<file path="config.mk">
export PLATFORM = sky130hd
export DESIGN_NAME = bus_arbiter
export DESIGN_NICKNAME = d
export VERILOG_FILES = /design/src/rtl/bus_arbiter.sv
export SDC_FILE = /design/constraint.sdc
export NUM_CORES = 1
export LEC_CHECK = 0
export ABC_AREA = 0
export CAP_MARGIN = 20
export CORE_AREA = 4 4 230 232
export CTS_CLUSTER_DIAMETER = 50
export DETAILED_ROUTE_END_ITERATION = 10
export DIE_AREA = 0 0 234 236
export GPL_ROUTABILITY_DRIVEN = 0
export PLACE_DENSITY = 0.53
export SYNTH_ARGS = -nofsm -noshare
export SYNTH_HDL_FRONTEND = slang
export SYNTH_SLANG_ARGS = --single-unit
</file>
<file path="constraint.sdc">
create_clock -name clk -period 1.8 [get_ports clk]
set_clock_uncertainty 0.15 [all_clocks]
set_input_delay 0.27 -clock clk [delete_from_list [all_inputs] [get_ports clk]]
set_output_delay 0.27 -clock clk [all_outputs]
set_load 0.05 [all_outputs]
</file>
<file path="src/rtl/bus_arbiter.sv">
// Two-requester round-robin arbiter in front of a single shared data bus.
// One access is in flight at a time. The winner's command is latched and held
// on the bus for LATENCY cycles, the response is captured, and a single ack
// pulse is returned to the requester that won.
//
// state  | meaning
// IDLE   | bus quiet; sample requests and grant one
// ACCESS | latched command driven on the bus; latency counter running down
// RESP   | one-cycle ack to the granted requester with the captured response
module bus_arbiter #(
  parameter int unsigned LATENCY = 1
) (
  input  logic        clk,
  input  logic        rst,
  input  logic        m0_req,
  input  logic        m0_rw,
  input  logic [63:0] m0_addr,
  input  logic [63:0] m0_wdata,
  output logic        m0_ack,
  output logic [63:0] m0_rdata,
  output logic        m0_err,
  input  logic        m1_req,
  input  logic        m1_rw,
  input  logic [63:0] m1_addr,
  input  logic [63:0] m1_wdata,
  output logic        m1_ack,
  output logic [63:0] m1_rdata,
  output logic        m1_err,
  output logic        bus_rw,
  output logic [63:0] bus_addr,
  output logic [63:0] bus_write,
  input  logic [63:0] bus_read,
  input  logic        bus_exception,
  output logic        busy
);

  typedef enum logic [1:0] {IDLE, ACCESS, RESP} state_t;

  localparam logic [3:0] CNT_LOAD = 4'(LATENCY - 1);

  state_t      state, state_nxt;
  logic [3:0]  cnt, cnt_nxt;
  logic        gnt, gnt_nxt;
  logic        last, last_nxt;
  logic        lat_rw, lat_rw_nxt;
  logic [63:0] lat_addr, lat_addr_nxt;
  logic [63:0] lat_wdata, lat_wdata_nxt;
  logic        capture;
  logic        any_req;
  logic        win;
  logic [63:0] rdata0, rdata1;
  logic        err0, err1;

  // Round-robin pick: a lone requester wins; on a tie the one not granted last wins.
  always_comb begin
    any_req = m0_req | m1_req;
    if (m0_req && m1_req) win = ~last;
    else                  win = m1_req;
  end

  // Next-state logic and command latching.
  always_comb begin
    state_nxt     = state;
    cnt_nxt       = cnt;
    gnt_nxt       = gnt;
    last_nxt      = last;
    lat_rw_nxt    = lat_rw;
    lat_addr_nxt  = lat_addr;
    lat_wdata_nxt = lat_wdata;
    capture       = 1'b0;
    case (state)
      IDLE: begin
        if (any_req) begin
          state_nxt     = ACCESS;
          gnt_nxt       = win;
          last_nxt      = win;
          cnt_nxt       = CNT_LOAD;
          lat_rw_nxt    = win ? m1_rw    : m0_rw;
          lat_addr_nxt  = win ? m1_addr  : m0_addr;
          lat_wdata_nxt = win ? m1_wdata : m0_wdata;
        end
      end
      ACCESS: begin
        if (cnt == 4'd0) begin
          state_nxt = RESP;
          capture   = 1'b1;
        end else begin
          cnt_nxt = cnt - 4'd1;
        end
      end
      RESP:    state_nxt = IDLE;
      default: state_nxt = IDLE;
    endcase
  end

  // State, latched command and per-requester response registers.
  always_ff @(posedge clk) begin
    if (rst) begin
      state     <= IDLE;
      cnt       <= 4'd0;
      gnt       <= 1'b0;
      last      <= 1'b1;
      lat_rw    <= 1'b0;
      lat_addr  <= '0;
      lat_wdata <= '0;
      rdata0    <= '0;
      rdata1    <= '0;
      err0      <= 1'b0;
      err1      <= 1'b0;
    end else begin
      state     <= state_nxt;
      cnt       <= cnt_nxt;
      gnt       <= gnt_nxt;
      last      <= last_nxt;
      lat_rw    <= lat_rw_nxt;
      lat_addr  <= lat_addr_nxt;
      lat_wdata <= lat_wdata_nxt;
      if (capture) begin
        if (gnt) begin
          rdata1 <= bus_read;
          err1   <= bus_exception;
        end else begin
          rdata0 <= bus_read;
          err0   <= bus_exception;
        end
      end
    end
  end

  // Bus is forced to zero outside ACCESS so a stale command can never strobe a write.
  always_comb begin
    busy      = (state != IDLE);
    bus_rw    = (state == ACCESS) ? lat_rw    : 1'b0;
    bus_addr  = (state == ACCESS) ? lat_addr  : '0;
    bus_write = (state == ACCESS) ? lat_wdata : '0;
    m0_ack    = (state == RESP) && !gnt;
    m1_ack    = (state == RESP) &&  gnt;
    m0_rdata  = rdata0;
    m1_rdata  = rdata1;
    m0_err    = err0;
    m1_err    = err1;
  end

endmodule

</file>
==> results of run 1 <==
[through the flow]
stage / hold slack [ns] / cell area (sq um) / setup slack (ns) / setup TNS [ns]
after floorplan: 0.274 / 11500 / -0.0522 / -4.70
after global placement: 0.285 / 19800 / -0.358 / -33.69
after detailed placement: 0.288 / 19800 / -0.338 / -36.32
after CTS: 0.114 / 22000 / -0.465 / -56.39
after global routing: 0.154 / 22400 / -0.475 / -67.47
final: 0.169 / 22400 / -0.381 / -46.19
[sequential cells by signal, indices dropped and copies added (netlist names)]
signal     cells
cnt            4
gnt            1
last           1
lat_addr      64
lat_rw         1
lat_wdata     64
m0_err         1
m0_rdata      64
m1_err         1
m1_rdata      64
state          2
[power breakdown]
part | total [mW] | internal [mW] | switching [mW] | leakage (nW)
Combinational | 4.75 | 2.44 | 2.31 | 6.55
Sequential | 6.62 | 6.37 | 0.248 | 2.19
Clock | 8.39 | 5.41 | 2.98 | 0.708
[worst register-to-register path: stages, from the launching register on]
cell and delay (ns):
dfxtp_2 0.32, inv_2 0.07, ha_4 0.13, nand4bb_1 0.12, or3b_4 0.47, buf_12 0.19, clkbuf_16 0.19, mux2i_1 0.11
[how the worst max path moves through the flow]
stage                    end  slack (ns)  cells past startpoint
6_report         bus_addr[5]       -0.38                      6
2_1_floorplan   bus_addr[15]       -0.05                      4
3_3_place_gp   lat_wdata[36]       -0.36                      6
4_1_cts         bus_addr[42]       -0.47                      6
5_1_grt        bus_write[55]       -0.48                      6
3_5_place_dp   lat_wdata[34]       -0.34                      6
[routing by layer]
metal	track usage, %	vias up
met2	28.8	409
met3	7.02	75
met1	18.4	5073
met5	0	-
met4	6.19	6
li1	-	5238
[placed cells by master, fill, tap and decap left out, types with 3 or more instances in the layout]
master and count:
clkdlybuf4s50_1 326, dfxtp_1 263, mux2i_1 257, nand2_1 197, buf_4 176, buf_12 169, o2bb2ai_1 129, and2_4 118
clkbuf_16 58, and2_2 11, buf_8 11, buf_16 9, diode_2 7, buf_6 7, clkbuf_1 6, clkinv_2 5
bufinv_16 5, clkinv_4 5, inv_6 4, o21ai_0 4, a21oi_1 4, dfxtp_2 4, clkbuf_8 3, clkinvlp_4 3
[cell families after synthesis]
| logic type | after synthesis | share of synthesized area (%) |
|---|---|---|
| simple gates | 346 | 14.8 |
| flops | 267 | 47.2 |
| mux | 259 | 22.9 |
| compound gates | 143 | 10.8 |
| buf+inv | 98 | 4.04 |
| fa+ha+maj | 2 | 0.221 |
[layout make-up]
class,instances,area [sq um]
sequential,267,5350
antenna,7,17.5
clock inverter,21,268
fill,4780,28600
timing repair buffer,712,8820
clock buffer,54,1190
tap,680,851
inverter,5,26.3
multi-input combinational,750,5920
[repair_timing]
action                                  4_1_cts  5_1_grt
hold buffers                                  0        0
pin swaps                                     3        5
cloned                                        8       13
endpoints found under the setup margin      198      354
gates resized for setup                     142       38
setup buffers                                18        5
==> flow_metrics.py, run 1 <==
metrics = {
    "status": {
        "violated_checks": "negative setup slack",
        "run_status": "finished with violations",
    },
    "floorplanning": {
        "rows": 83,
        "dieWidth_um": 234,
        "floorplan_core_area_sq_um": 51000,
        "floorplan.initialDensity_pct": 22.2,
        "die_y_um": 236,
        "fp.dieArea_sq_um": 55200,
        "pin_count": 589,
    },
    "worst_setup_path": {
        "slowest_stage": "dfxtp_2",
        "cp.arrival_ns": 1.76,
        "type_of_destination_of_the_critical_path": "primary output",
        "setup.worst_path.start": "state[1]",
        "critical_path_peak_fanout": 9,
        "timing.critical_path.cells": "nor2b_4 -> buf_12 -> buf_8 -> clkbuf_16 -> and2_4 -> buf_12",
        "setup.worst_path.start_class": "flop",
        "critical_path.top_delay_family": "buffers and inverters",
        "critical_path.max_stage_delay_ns": 0.34,
        "critical_path_class": "flop to primary output",
        "reg2reg_slack_ns": -0.07,
        "cp.required_ns": 1.38,
        "timing.reg2reg.worst_path_depth": 7,
        "cpMostUsedCell": "buf_12",
        "r2r_start": "cnt[1]",
        "reg2reg_to": "m1_rdata[41]",
        "cp_num_buf_inv": 4,
    },
    "min_path": {
        "hp-start": "bus_read[34]",
        "hold_class": "primary input to flop",
        "whs_endpoint": "m1_rdata[34]",
        "timing.hold.worst_path_depth": 3,
    },
    "detailed_routing": {
        "viasPerCell": 4.33,
        "routedWlPerCell_um": 20.1,
        "remaining_drc_errors": 0,
        "antenna_violating_nets_post_route": 0,
        "maxUsedRoutingLayer": "met5",
        "dr_wl_met2_mm": 24.9,
        "met1_length_mm": 19.2,
        "met3WireLength_mm": 4.83,
        "finalWirelength_mm": 50.1,
        "route.vias.total": 10801,
        "drt_pre_antenna_iters": 4,
        "count_of_routing_violations_after_the_opening_detailed_route_iteration": 293,
    },
    "final_layout": {
        "layout_area_growth_over_synthesis_pct": 98.3,
        "finish.cell_count_without_fillers": 2496,
        "num-nets-final": 2108,
        "finish.utilization_pct": 44.0,
        "final_layout_size_suffix_gt1_share_pct": 33.5,
    },
    "synthesis": {
        "synth_common_cells": "267 x dfxtp_1, 259 x mux2i_1, 197 x nand2_1, 129 x and2_1, 129 x o2bb2ai_1",
        "yosysWarnings": 0,
        "synth-edff-count": 0,
        "synth-async-reset-ratio_pct": 0,
        "synth_flop_cell": "dfxtp_1",
        "post_syn_area_sq_um": 11300,
        "synthMostInstantiatedCell": "dfxtp_1",
        "ys_seq_elements": 267,
        "average_footprint_of_a_synthesized_cell_sq_um": 10.1,
        "synthesis.nets": 1444,
        "synth_top_area_share_pct": 47.2,
        "synth.distinct_cells": 33,
        "netlist_instances": 1115,
        "netlist_top_cells_area": "dfxtp_1 47%, mux2i_1 23%, o2bb2ai_1 10%",
        "post-synth-top-area-cell": "dfxtp_1",
        "synth-seq-area-share_pct": 47.2,
    },
    "timing": {
        "clock.fmax_mhz": 459,
        "hold_viol_final": 0,
        "grt_setup_unrepaired": "yes",
        "slew_violations": 0,
        "setup_viol_count_final": 199,
        "final_min_period_over_clock_period_pct": 121,
        "setup_slack_after_layout_ns": -0.381,
        "tightestPinTransition_ns": 0.537,
        "final.min_clock_period_ns": 2.18,
        "maxSlewHeadroom_pct": 64.1,
    },
    "run": {
        "max_cap_violations": 0,
    },
    "power_and_ir_drop": {
        "power.density_nw_per_um2": 881,
        "vdd_ir_drop_max_v": 0.000528,
        "static-leakage-power_nw": 9.45,
        "total_power_mw": 19.8,
    },
    "grt": {
        "gr-usage-all-layers_pct": 16.8,
        "first_global_vias": 11461,
        "globalRouteOverflowTotal": 0,
        "grt_first_pass_wirelength_mm": 71.1,
        "grt_start_max_net_pins": 64,
        "number_of_antenna_violations_at_the_first_check_in_global_routing": 12,
    },
    "clock_tree": {
        "clk_transition_reported_paths_ns": 0.06,
        "cts_num_sinks": 267,
        "clock_tree_from_tritoncts": "done",
        "ctsRootBufferMaster": "clkbuf_16",
        "cts.path.max_buffers": 3,
        "cts-htree-levels": 2,
        "cts-buffers-inserted": 43,
        "clk-insertion-delay-late_ns": 0.53,
    },
    "place": {
        "numPortBuffers": 588,
        "dp.cells": 2373,
        "hpwlAfterDp_mm": 36.9,
    },
}
Power figures use the tool's default switching activity.
==> inputs of run 2 (changes only) <==
CELL_PAD_IN_SITES_DETAIL_PLACEMENT = 2   (was default)
CELL_PAD_IN_SITES_GLOBAL_PLACEMENT = 2   (was default)
CORE_AREA = 4 4 243 245   (was 4 4 230 232)
DIE_AREA = 0 0 247 249   (was 0 0 234 236)
GPL_ROUTABILITY_DRIVEN = default   (was 0)
PLACE_DENSITY = 0.76   (was 0.53)
==> run 2 against run 1 <==
Compared with the run above:
- the flow still finishes with violations (negative setup slack)
- sequential power grew 0.9%
- routed wire length increased by 31%
- die area grew 11%
- sequential cell count is the same
- non-clock buffer count up 36
- power is 2.1% higher
- hold slack worse by 0.0024 ns
- first-iteration DRC count increased by 11%
- sequential share of layout area down 0.84 points
- critical endpoint is now bus_write[22]
- largest cell class unchanged
- highest routed layer is now met4
==> flow_metrics.py, run 2 (synthesis results as in run 1) <==
metrics = {
    "timing": {
        "setup_viol_count_final": 390,
        "slew_violations": 0,
        "tns_ns": -87.80,
        "final_min_period_over_clock_period_pct": 127,
        "hold_viol_final": 0,
        "grt_setup_unrepaired": "yes",
        "setup_slack_after_layout_ns": -0.483,
        "final.min_clock_period_ns": 2.28,
        "clock.fmax_mhz": 438,
        "maxSlewHeadroom_pct": 75.0,
        "holdWs_ns": 0.167,
        "tightestPinTransition_ns": 0.373,
    },
    "final_layout": {
        "finish.utilization_pct": 40.7,
        "layout.filler_cells": 5752,
        "num-nets-final": 2141,
        "final_layout_size_suffix_gt1_share_pct": 36.6,
        "layout_commonest_cell": "clkdlybuf4s50_1",
        "layout_area_growth_over_synthesis_pct": 106,
        "most_frequent_cells_in_the_layout": "326 x clkdlybuf4s50_1, 265 x dfxtp_1, 247 x mux2i_1, 197 x nand2_1, 186 x buf_4",
    },
    "worst_setup_path": {
        "slowest_stage": "dfxtp_2",
        "critical_path_peak_fanout": 6,
        "type_of_destination_of_the_critical_path": "primary output",
        "r2r_start": "state[1]",
        "reg2reg_slack_ns": -0.32,
        "timing.critical_path.cells": "nor2b_4 -> buf_4 -> buf_12 -> buf_6 -> and2_2 -> buf_12",
        "setup.worst_path.start": "state[0]",
        "setup.worst_path.start_class": "flop",
        "cp.required_ns": 1.38,
        "cp.arrival_ns": 1.86,
        "cpMostUsedCell": "buf_12",
        "cp_num_buf_inv": 4,
        "critical_path_class": "flop to primary output",
        "critical_path.max_stage_delay_ns": 0.33,
        "critical_path.top_delay_family": "buffers and inverters",
    },
    "min_path": {
        "hp-start": "bus_read[18]",
        "hold_class": "primary input to flop",
    },
    "detailed_routing": {
        "count_of_routing_violations_after_the_opening_detailed_route_iteration": 326,
        "viasPerCell": 4.39,
        "route.vias.total": 11485,
        "drt_pre_antenna_iters": 5,
        "antenna_violating_nets_post_route": 0,
        "routedWlPerCell_um": 25.0,
        "finalWirelength_mm": 65.5,
        "remaining_drc_errors": 0,
    },
    "clock_tree": {
        "clk-insertion-delay-late_ns": 0.54,
        "cts-htree-levels": 2,
        "cts.path.max_buffers": 3,
        "cts-buffers-inserted": 40,
        "ctsRootBufferMaster": "clkbuf_16",
        "clk_transition_reported_paths_ns": 0.06,
        "cts_num_sinks": 267,
        "clock_tree_from_tritoncts": "done",
    },
    "power_and_ir_drop": {
        "total_power_mw": 20.2,
        "static-leakage-power_nw": 9.73,
        "vdd_ir_drop_max_v": 0.000512,
        "power.density_nw_per_um2": 867,
    },
    "grt": {
        "number_of_antenna_violations_at_the_first_check_in_global_routing": 8,
        "grt_first_pass_wirelength_mm": 86.2,
        "globalRouteOverflowTotal": 0,
        "grt_start_max_net_pins": 48,
        "gr-usage-all-layers_pct": 18.4,
        "first_global_vias": 13205,
    },
    "status": {
        "run_status": "finished with violations",
        "violated_checks": "negative setup slack",
    },
    "floorplanning": {
        "pin_count": 589,
        "floorplan.initialDensity_pct": 19.8,
        "floorplan_core_area_sq_um": 57100,
        "fp.dieArea_sq_um": 61500,
        "rows": 88,
        "dieWidth_um": 247,
        "die_y_um": 249,
    },
    "place": {
        "numPortBuffers": 588,
        "gp_congestion": 0.798,
        "hpwlAfterDp_mm": 42.7,
        "placement.setup.worst_slack_ns": -0.435,
    },
    "run": {
        "max_cap_violations": 0,
    },
}
## run 2: cell types whose count changed in the layout (fill, tap and decap cells not counted), moves of 3 or more
cell       previous run  this run
o2bb2ai_1           129       103
o2bb2ai_2             0        26
and2_2               11        34
and2_4              118        95
buf_6                 7        18
buf_4               176       186
mux2i_1             257       247
buf_16                9        18
mux2i_2               2        10
clkbuf_8              3         6
clkinv_4              5         2
dfxtp_2               4         1
## run 2: cell type report
class	instances	area [sq um]	area share, %
antenna	8	20.0	0.0861
clock buffer	54	1130	4.88
clock inverter	19	231	0.995
inverter	5	26.3	0.113
multi-input combinational	750	6130	26.4
sequential	267	5350	23.0
tap	765	957	4.12
timing repair buffer	748	9410	40.4
## run 2: through the flow
stage | instances | area (sq um)
6_report | 2616 | 23300
5_1_grt | 2615 | 23300
4_1_cts | 2566 | 22200
3_5_place_dp | 2465 | 19900
3_3_place_gp | 2465 | 19900
2_1_floorplan | 1115 | 11500
## run 2: worst min-delay path: cells and delay by family
family | cells | cell delay (ns)
buf+inv | 1 | 0.39
simple gates | 1 | 0.08
mux | 1 | 0.07
## run 2: what timing repair did
action | CTS | global route
resized for setup | 143 | 82
endpoints found under the setup margin | 254 | 394
setup buffers | 15 | 22
hold buffers | 0 | 0
pin swaps | 39 | 11
cloned | 13 | 25
## run 2: path summary, 6_finish.rpt
| check | endpoint | depth (start not counted) |
|---|---|---|
| hold / removal | m1_rdata[18] | 3 |
| hold reg to reg | lat_wdata[20] | 1 |
| setup reg to reg | m1_rdata[54] | 7 |
| setup / recovery | bus_write[22] | 6 |
## run 2: layer usage
layer	part of all wire (%)	global-route usage, %	up-vias	wire [um]
li1	-	-	5313	-
met4	2.6	5.32	0	1680
met5	0	0	-	0
met2	54	34.9	440	35300
met3	7.9	6.72	84	5180
met1	36	18.8	5648	23400
## run 2: power by group
part	switching, mW	internal (mW)
Sequential	0.312	6.37
Clock	3.12	5.03
Combinational	2.64	2.69
==> inputs of run 3 (changes only) <==
CORE_AREA = 10 10 249 251   (was 4 4 243 245)
DIE_AREA = 0 0 259 261   (was 0 0 247 249)
SETUP_SLACK_MARGIN = 0.15   (was default)
==> run 3 against run 2 <==
Compared with the run above:
- the run still ends with negative setup slack left
- sequential share of layout area fell by 1.2 points
- clock power rose by 3.9%
- setup slack gained 0.028 ns
- global-route usage up 1.3 points
- via count is 4.5% higher
- combinational power is 12% higher
- fmax up 1.2%
- largest cell class unchanged
- non-clock buffer count is 39 higher
- power up 5.0%
==> flow_metrics.py, run 3 (synthesis results as in run 1) <==
metrics = {
    "status": {
        "run_status": "finished with violations",
        "violated_checks": "negative setup slack",
    },
    "timing": {
        "holdWs_ns": 0.153,
        "final_min_period_over_clock_period_pct": 125,
        "slew_violations": 0,
        "hold_viol_final": 0,
        "setup_slack_after_layout_ns": -0.455,
        "setup_viol_count_final": 379,
        "tightestPinTransition_ns": 0.453,
        "grt_setup_unrepaired": "yes",
        "final.min_clock_period_ns": 2.26,
        "maxSlewHeadroom_pct": 69.0,
        "clock.fmax_mhz": 443,
    },
    "grt": {
        "gr-usage-all-layers_pct": 19.7,
        "globalRouteOverflowTotal": 0,
        "number_of_antenna_violations_at_the_first_check_in_global_routing": 8,
        "first_global_vias": 13776,
        "grt_first_pass_wirelength_mm": 98.5,
        "grt_start_max_net_pins": 32,
    },
    "floorplanning": {
        "floorplan.initialDensity_pct": 19.8,
        "fp.dieArea_sq_um": 67600,
        "dieWidth_um": 259,
        "rows": 88,
        "die_y_um": 261,
        "floorplan_core_area_sq_um": 57100,
        "pin_count": 589,
    },
    "min_path": {
        "hold_class": "primary input to flop",
        "hp-start": "bus_read[15]",
        "whs_endpoint": "m0_rdata[15]",
        "timing.hold.worst_path_depth": 3,
    },
    "power_and_ir_drop": {
        "vdd_ir_drop_max_v": 0.000528,
        "power.density_nw_per_um2": 864,
        "static-leakage-power_nw": 10.2,
    },
    "clock_tree": {
        "cts-buffers-inserted": 41,
        "clock_tree_from_tritoncts": "done",
        "ctsRootBufferMaster": "clkbuf_16",
        "clk-insertion-delay-late_ns": 0.54,
        "cts.path.max_buffers": 3,
        "cts_hold_buffers": 0,
        "cts-htree-levels": 2,
        "clk_transition_reported_paths_ns": 0.06,
        "cts_num_sinks": 267,
    },
    "place": {
        "numPortBuffers": 588,
        "hpwlAfterDp_mm": 48.5,
        "dp.cells": 2473,
        "gp_congestion": 0.825,
    },
    "worst_setup_path": {
        "reg2reg_slack_ns": -0.25,
        "setup.worst_path.start_class": "flop",
        "timing.reg2reg.worst_path_depth": 6,
        "cp.required_ns": 1.38,
        "cp.arrival_ns": 1.84,
        "r2r_start": "state[1]",
        "critical_path_class": "flop to primary output",
        "type_of_destination_of_the_critical_path": "primary output",
        "critical_path_peak_fanout": 8,
        "reg2reg_to": "m1_rdata[13]",
    },
    "detailed_routing": {
        "routedWlPerCell_um": 29.4,
        "viasPerCell": 4.52,
        "count_of_routing_violations_after_the_opening_detailed_route_iteration": 398,
        "drt_pre_antenna_iters": 4,
        "finalWirelength_mm": 78.1,
        "route.vias.total": 11998,
        "antenna_violating_nets_post_route": 0,
        "remaining_drc_errors": 0,
    },
    "final_layout": {
        "finish.cell_count_without_fillers": 2656,
        "most_frequent_cells_in_the_layout": "326 x clkdlybuf4s50_1, 262 x dfxtp_1, 228 x mux2i_1, 206 x buf_4, 197 x nand2_1",
        "layout_area_growth_over_synthesis_pct": 117,
        "num-nets-final": 2183,
        "layout_commonest_cell": "clkdlybuf4s50_1",
        "final_layout_size_suffix_gt1_share_pct": 41.6,
    },
    "run": {
        "max_cap_violations": 0,
    },
}
[run 3: cell type report]
class	count	area, sq um
Fill cell	5604	32600
Timing Repair Buffer	787	10000
Multi-Input combinational cell	752	6720
Sequential cell	267	5360
Clock buffer	56	1220
Tap cell	765	957
Clock inverter	18	208
Inverter	5	23.8
Antenna cell	6	15.0
[run 3: report_power, final]
part / switching [mW] / internal (mW) / total [mW]
clock network: 3.24 / 5.23 / 8.47
logic: 2.95 / 3.01 / 5.97
registers: 0.372 / 6.37 / 6.74
[run 3: timing repair]
action,in CTS,in global routing
endpoints found under the setup margin,301,396
buffers inserted,45,15
hold endpoints to repair,0,0
gates resized for setup,94,130
gates cloned,29,14
pin swaps,10,17
[run 3: critical path, stage by stage, from the launching register on]
cell and delay, ns:
dfxtp_4 0.36, nor2b_4 0.17, buf_12 0.16, buf_12 0.13, buf_4 0.15, and2_4 0.18, buf_12 0.14
[run 3: routing by layer]
metal / share of wire [%] / global-route usage, % / vias up / routed length, um
met5: 0.035 / 0 / - / 27
met4: 4.4 / 6.81 / 4 / 3410
met3: 6.9 / 5.90 / 147 / 5410
met2: 54 / 37.2 / 460 / 42500
met1: 34 / 20.3 / 5992 / 26800
li1: - / - / 5395 / -
[run 3: worst max-delay path by stage]
stage,startpoint,end,cells after the start
global placement,m1_req,lat_addr[5],7
floorplan,cnt[1],m1_rdata[23],8
CTS,state[1],bus_write[29],6
finish,state[1],bus_write[38],6
detailed placement,m1_req,lat_addr[5],7
global route,state[1],bus_write[38],6
[run 3: stage by stage]
| stage | worst slack [ns] | TNS [ns] | total power, mW | utilization (%) | instance area [sq um] |
|---|---|---|---|---|---|
| detailed placement | -0.571 | -45.20 | 11.3 | 35.4 | 20200 |
| finish | -0.455 | -77.95 | 21.2 | 42.9 | 24500 |
| global placement | -0.497 | -33.86 | 11.2 | 35.4 | 20200 |
| global route | -0.516 | -99.92 | 21.9 | 42.9 | 24500 |
| floorplan | 0.0369 | 0 | 8.83 | - | 11700 |
| CTS | -0.482 | -74.85 | 20.5 | 40.7 | 23300 |
